$ cat src/rtl/alpha_calc_seq.sv
// alpha_calc_seq: sequential alpha-factor engine for the visible-watermark path.
// A_k = sat((max(A_max-A_min,0)*pow(mu_k) + A_min*sigma_k) / DIV), where
// pow(mu_k) = POW_ONE >> mu_k when mu_k < POW_W, otherwise 0.
// A restoring divider retires one quotient bit per clock, MSB first.
//
//  state  | meaning
//  IDLE   | in_ready high, waiting for in_valid
//  LOAD   | form the numerator from the captured operands
//  DIV    | one restoring divide step per clock, NUM_W steps
//  DONE   | result held on out_valid until out_ready
module alpha_calc_seq #(
    parameter int MU_SIZE = 10,
    parameter int A_W     = 7,
    parameter int SIG_W   = 7,
    parameter int POW_W   = 8,
    parameter int DIV     = 100,
    parameter int IDX_W   = 12
) (
    input  logic               clk,
    input  logic               rst,
    input  logic               in_valid,
    output logic               in_ready,
    input  logic [A_W-1:0]     A_max,
    input  logic [A_W-1:0]     A_min,
    input  logic [MU_SIZE-1:0] mu_k,
    input  logic [SIG_W-1:0]   sigma_k,
    input  logic [IDX_W-1:0]   in_idx,
    output logic               out_valid,
    input  logic               out_ready,
    output logic [A_W-1:0]     A_k,
    output logic [IDX_W-1:0]   out_idx,
    output logic               sat,
    output logic               busy
);

    localparam int NUM_W = ((A_W + POW_W) > (A_W + SIG_W) ? (A_W + POW_W) : (A_W + SIG_W)) + 1;
    localparam int CNT_W = $clog2(NUM_W);
    localparam logic [POW_W-1:0] POW_ONE = POW_W'(1) << (POW_W - 1);
    localparam logic [NUM_W:0]   DIV_W   = (NUM_W + 1)'(DIV);
    localparam logic [NUM_W-1:0] AK_MAX  = NUM_W'((1 << A_W) - 1);

    if (DIV < 1) begin : g_div_check
        $error("alpha_calc_seq: DIV must be >= 1");
    end

    typedef enum logic [1:0] {S_IDLE, S_LOAD, S_DIV, S_DONE} state_t;

    state_t             state;
    logic [A_W-1:0]     a_max_r;
    logic [A_W-1:0]     a_min_r;
    logic [MU_SIZE-1:0] mu_r;
    logic [SIG_W-1:0]   sigma_r;
    logic [IDX_W-1:0]   idx_r;
    logic [NUM_W-1:0]   rem;
    logic [NUM_W-1:0]   quo;
    logic [CNT_W-1:0]   cnt;

    logic [A_W-1:0]     diff;
    logic [POW_W-1:0]   pow;
    logic [NUM_W-1:0]   num;
    logic [NUM_W:0]     part;
    logic [NUM_W-1:0]   rem_next;
    logic [NUM_W-1:0]   quo_next;

    // Numerator from captured operands and the next restoring divide step.
    always_comb begin
        diff     = '0;
        pow      = '0;
        num      = '0;
        part     = '0;
        rem_next = '0;
        quo_next = '0;
        if (a_max_r >= a_min_r) diff = a_max_r - a_min_r;
        if (32'(mu_r) < 32'(POW_W)) pow = POW_ONE >> mu_r;
        num  = NUM_W'(diff) * NUM_W'(pow) + NUM_W'(a_min_r) * NUM_W'(sigma_r);
        // Partial remainder is NUM_W+1 bits: previous remainder plus next dividend bit.
        part = {rem, quo[NUM_W-1]};
        if (part >= DIV_W) begin
            rem_next = NUM_W'(part - DIV_W);
            quo_next = {quo[NUM_W-2:0], 1'b1};
        end else begin
            rem_next = NUM_W'(part);
            quo_next = {quo[NUM_W-2:0], 1'b0};
        end
    end

    // Sequencer: capture, load numerator, divide, hold result until retired.
    always_ff @(posedge clk or posedge rst) begin
        if (rst) begin
            state     <= S_IDLE;
            in_ready  <= 1'b1;
            out_valid <= 1'b0;
            A_k       <= '0;
            out_idx   <= '0;
            sat       <= 1'b0;
            busy      <= 1'b0;
            a_max_r   <= '0;
            a_min_r   <= '0;
            mu_r      <= '0;
            sigma_r   <= '0;
            idx_r     <= '0;
            rem       <= '0;
            quo       <= '0;
            cnt       <= '0;
        end else begin
            case (state)
                S_IDLE: begin
                    if (in_valid) begin
                        a_max_r  <= A_max;
                        a_min_r  <= A_min;
                        mu_r     <= mu_k;
                        sigma_r  <= sigma_k;
                        idx_r    <= in_idx;
                        sat      <= 1'b0;
                        in_ready <= 1'b0;
                        busy     <= 1'b1;
                        state    <= S_LOAD;
                    end
                end
                S_LOAD: begin
                    rem   <= '0;
                    quo   <= num;
                    cnt   <= CNT_W'(NUM_W - 1);
                    state <= S_DIV;
                end
                S_DIV: begin
                    rem <= rem_next;
                    quo <= quo_next;
                    // Down-counter terminal count marks the final quotient bit.
                    if (cnt == '0) begin
                        out_valid <= 1'b1;
                        out_idx   <= idx_r;
                        sat       <= (quo_next > AK_MAX);
                        A_k       <= (quo_next > AK_MAX) ? '1 : quo_next[A_W-1:0];
                        state     <= S_DONE;
                    end else begin
                        cnt <= cnt - CNT_W'(1);
                    end
                end
                S_DONE: begin
                    if (out_ready) begin
                        out_valid <= 1'b0;
                        in_ready  <= 1'b1;
                        busy      <= 1'b0;
                        state     <= S_IDLE;
                    end
                end
                default: state <= S_IDLE;
            endcase
        end
    end

endmodule

$ cat config.mk
export PLATFORM = sky130hd
export DESIGN_NAME = alpha_calc_seq
export DESIGN_NICKNAME = d
export VERILOG_FILES = /design/src/rtl/alpha_calc_seq.sv
export SDC_FILE = /design/constraint.sdc
export NUM_CORES = 1
export LEC_CHECK = 0
export ABC_CLOCK_PERIOD_IN_PS = 9750
export BUFFER_PORTS_ARGS = -buffer_cell sky130_fd_sc_hd__buf_2
export CAP_MARGIN = 20
export CORE_MARGIN = 1.5
export CORE_UTILIZATION = 35
export CTS_BUF_LIST = sky130_fd_sc_hd__clkbuf_2
export DETAILED_ROUTE_END_ITERATION = 10
export PLACE_DENSITY = 0.5
export SKIP_LAST_GASP = 1
export SLEW_MARGIN = 20
export SYNTH_ARGS = -nofsm -noshare
export SYNTH_HDL_FRONTEND = slang
export SYNTH_SLANG_ARGS = --single-unit
export TNS_END_PERCENT = 10
$ cat constraint.sdc
create_clock -name clk -period 9.75 [get_ports clk]
set_input_delay 0.4875 -clock clk [delete_from_list [all_inputs] [get_ports clk]]
set_output_delay 0.4875 -clock clk [all_outputs]
set_load 0.01 [all_outputs]
==> key figures <==
Run status
  • Status: complete, no violations

Logic synthesis
  • Register area share after synthesis: 29.79%
  • Multiplexer share of the synthesized area: 6.858%
  • Synth warnings: 0
  • Post-Synth Adder-Cell Area: 28.80%
  • Top post-synthesis cells by area: dfrtp_1 (29%), fa_1 (18%), ha_1 (11%), mux2_2 (6.1%), inv_1 (5.3%)
  • Largest family of logic cells by synthesized area: adder cells
  • Post-synth top flop: dfrtp_1
  • Flops & latches, synth: 104
  • Post-synth EDFFs: 0
  • Mapped Avg Cell Area: 9.636 um2
  • Syn_nets: between 1000 and 1500
  • Synth Area in Simple Gates: between 10% and 20%
  • Post-synthesis compound-gate area fraction: 9.807%
  • Xor/xnor share of the synthesized area: 2.004%
  • Cell Area, Synth: a little under 0.009 mm2
  • Cell count after synthesis: a little over 900
  • Largest area contributor in the netlist: dfrtp_1
  • Async set-reset flop share out of synthesis: 100.0%
  • Library cells used by synthesis: between 60 and 70
  • Post-synth top area share: 29.49%

Route
  • WL met2: 9197 um
  • Detail Route Antenna Nets: 0
  • DR WL/cell: ~15 um
  • WL met3: 408 um
  • First-pass iteration count of the detailed router: 5
  • Vias: 6323
  • Drc violations: 0
  • WL final: 19630 um
  • DR iter-0 viols: 242
  • Routed metal-1 wirelength: 9835 um
  • Via density: 4.761
  • Highest Signal Layer: met4

Global routing
  • Global Route Usage Sum: 16.09%
  • GRT overflow: 0
  • Vias in the first global route: 6603
  • Pin count of the biggest net entering global routing: 66
  • Initial antenna violation count: 0
  • Global-route wire length before repair: 33730 um

Die
  • Die height: 161.0 um
  • Die Wd: 161.0 um
  • Core ar.: approximately 0.024 mm2
  • Die Footprint: about 0.026 mm2
  • # rows: 57
  • Top Ports: 70
  • Starting density of the core: 35.83%

CTS
  • Clock sinks: 104
  • CTS clock-pin slew for the worst setup and hold paths: between 0.3 and 0.4 ns
  • Cts hold-fix bufs: 33
  • Clk Latency, worst-skew pair: 0.65 ns
  • H-tree depth: 3
  • CTS tree: yes
  • Post-CTS resize count: 0
  • Root Buffer: clkbuf_2
  • CTS Buf Count: 9
  • CTS max path bufs: 2
  • Postcts setup bufs: 0

Worst setup path
  • CP most frequent cell: fa_1
  • Buf+Inv Stages, Crit Path: 5
  • CP max stage delay: approximately 0.63 ns
  • CP required: 10.31 ns
  • CP delay by family, top: adder cells
  • Reg2reg start: a_min_r[1]$_DFFE_PP0P_
  • Setup crit start: a_min_r[1]$_DFFE_PP0P_
  • Critical Path AT: 8.25 ns
  • Startpoint class of the critical path: flop
  • Critical path type: flop to flop
  • Worst path slowest cell: o31ai_1
  • Crit end category: flop
  • Crit Path Max Fanout: 9

Final layout
  • Commonest cells after routing, fill and taps aside: inv_1 (122), dfrtp_1 (103), nand2_1 (100), fa_1 (77), ha_1 (77)
  • FILL cells: 2506
  • Area Growth Syn to Fin: 13.09%
  • Antenna diodes: 0
  • Commonest non-fill, non-tap cell in the layout: inv_1
  • Fin nets: 1201
  • Share of cells above drive strength 1: 16.14%

Placed design
  • Placer congestion estimate: about 0.8
  • Final HPWL DP: 15280 um
  • # port buffers: just under 70

STA
  • Highest Clock Rate: 0.1300 GHz
  • Tightest Pin Transition: 0.8892 ns
  • Rel. slew slack: 40.72%
  • Min Tclk post-route: 7.693 ns
  • Final Max Slew Viols: 0
  • Finish-stage setup viols: 0
  • Unrepaired setup endpoints after global routing: false
  • Final Skew: 0.04186 ns
  • Final hold violation count: 0
  • Post-route setup TNS: 0 ns
  • Final Cycle Share: 78.90%

Min path
  • Min-Delay Startpoint: mu_k[4]
  • Worst hold path class: input port to flop

Job
  • Max_cap viols: 0
[worst paths after layout]
check / end / slack (ns) / cells past startpoint
worst max-delay path: quo[14]$_DFFE_PP0P_ / 2.06 / 25
worst min-delay path: mu_r[4]$_DFFE_PP0P_ / 0.07 / 2
worst max register to register: quo[14]$_DFFE_PP0P_ / 2.06 / 25
worst min register to register: out_idx[3]$_DFFE_PP0P_ / 0.49 / 2
max in group asynchronous: a_min_r[5]$_DFFE_PP0P_ / 8.19 / 4
min in group asynchronous: out_idx[1]$_DFFE_PP0P_ / 0.41 / 3
[layer usage]
layer,GRT usage (%),vias to the layer above
li1,-,3177
met1,22.95,3068
met5,0,-
met3,2.260,16
met4,3.493,0
met2,26.00,62
[state kept, by name, summed over array words and instances (netlist names), 2 cells and up]
signal and count:
rem 16, idx_r 12, out_idx 12, sigma_r 7, a_max_r 7, A_k 7
a_min_r 7, state 2, cnt 4, quo 16, mu_r 10
[logic make-up (layout without fill, tap and decap cells)]
kind of cell,after synthesis,after routing
AND/OR/NAND/NOR,294,294
adder cells (fa/ha/maj),155,155
buffers and inverters,148,245
AO/OA/AOI/OAI,132,132
flip-flops,104,104
multiplexers,54,54
XOR/XNOR,20,20
[synth_stat cells, types with 6 or more instances]
master,number
clkbuf_1,23
nor2_1,73
o22ai_1,6
and2_1,35
nor2b_1,15
nand2b_1,8
a31oi_1,6
dfrtp_1,103
or2_2,7
nand3_1,15
mux2_2,47
nand2_1,101
o21ai_0,29
a21oi_1,38
nor3_1,12
mux2i_1,7
ha_1,78
a211oi_1,9
xnor2_1,16
fa_1,77
inv_1,123
[cell type report]
cell class / instances / area [um2] / area share (%)
clock buffer: 10 / 50.05 / 0.5064
clock inverter: 6 / 61.31 / 0.6203
inverter: 123 / 464.2 / 4.697
multi-input combinational: 655 / 5590 / 56.56
sequential: 104 / 2604 / 26.35
tap: 324 / 405.4 / 4.102
timing repair buffer: 106 / 708.2 / 7.165
[per-stage QoR]
stage | util [%] | cell area [um2] | setup slack [ns] | instances | hold WS, ns
final | 40.52 | 9883 | 2.057 | 1328 | 0.07474
after global routing | 40.52 | 9883 | 1.506 | 1328 | 0.002037
after CTS | 40.46 | 9868 | 2.072 | 1327 | 0.01061
after detailed placement | 38.65 | 9427 | 2.212 | 1278 | 0.4458
after global placement | 38.65 | 9427 | 2.336 | 1278 | 0.4429
after floorplan | - | 8740 | 2.810 | 907 | 0.4331
Power is left out: the tool's default activity adds up to more than one toggle a clock period on the data nets, which glitch-free logic cannot reach.
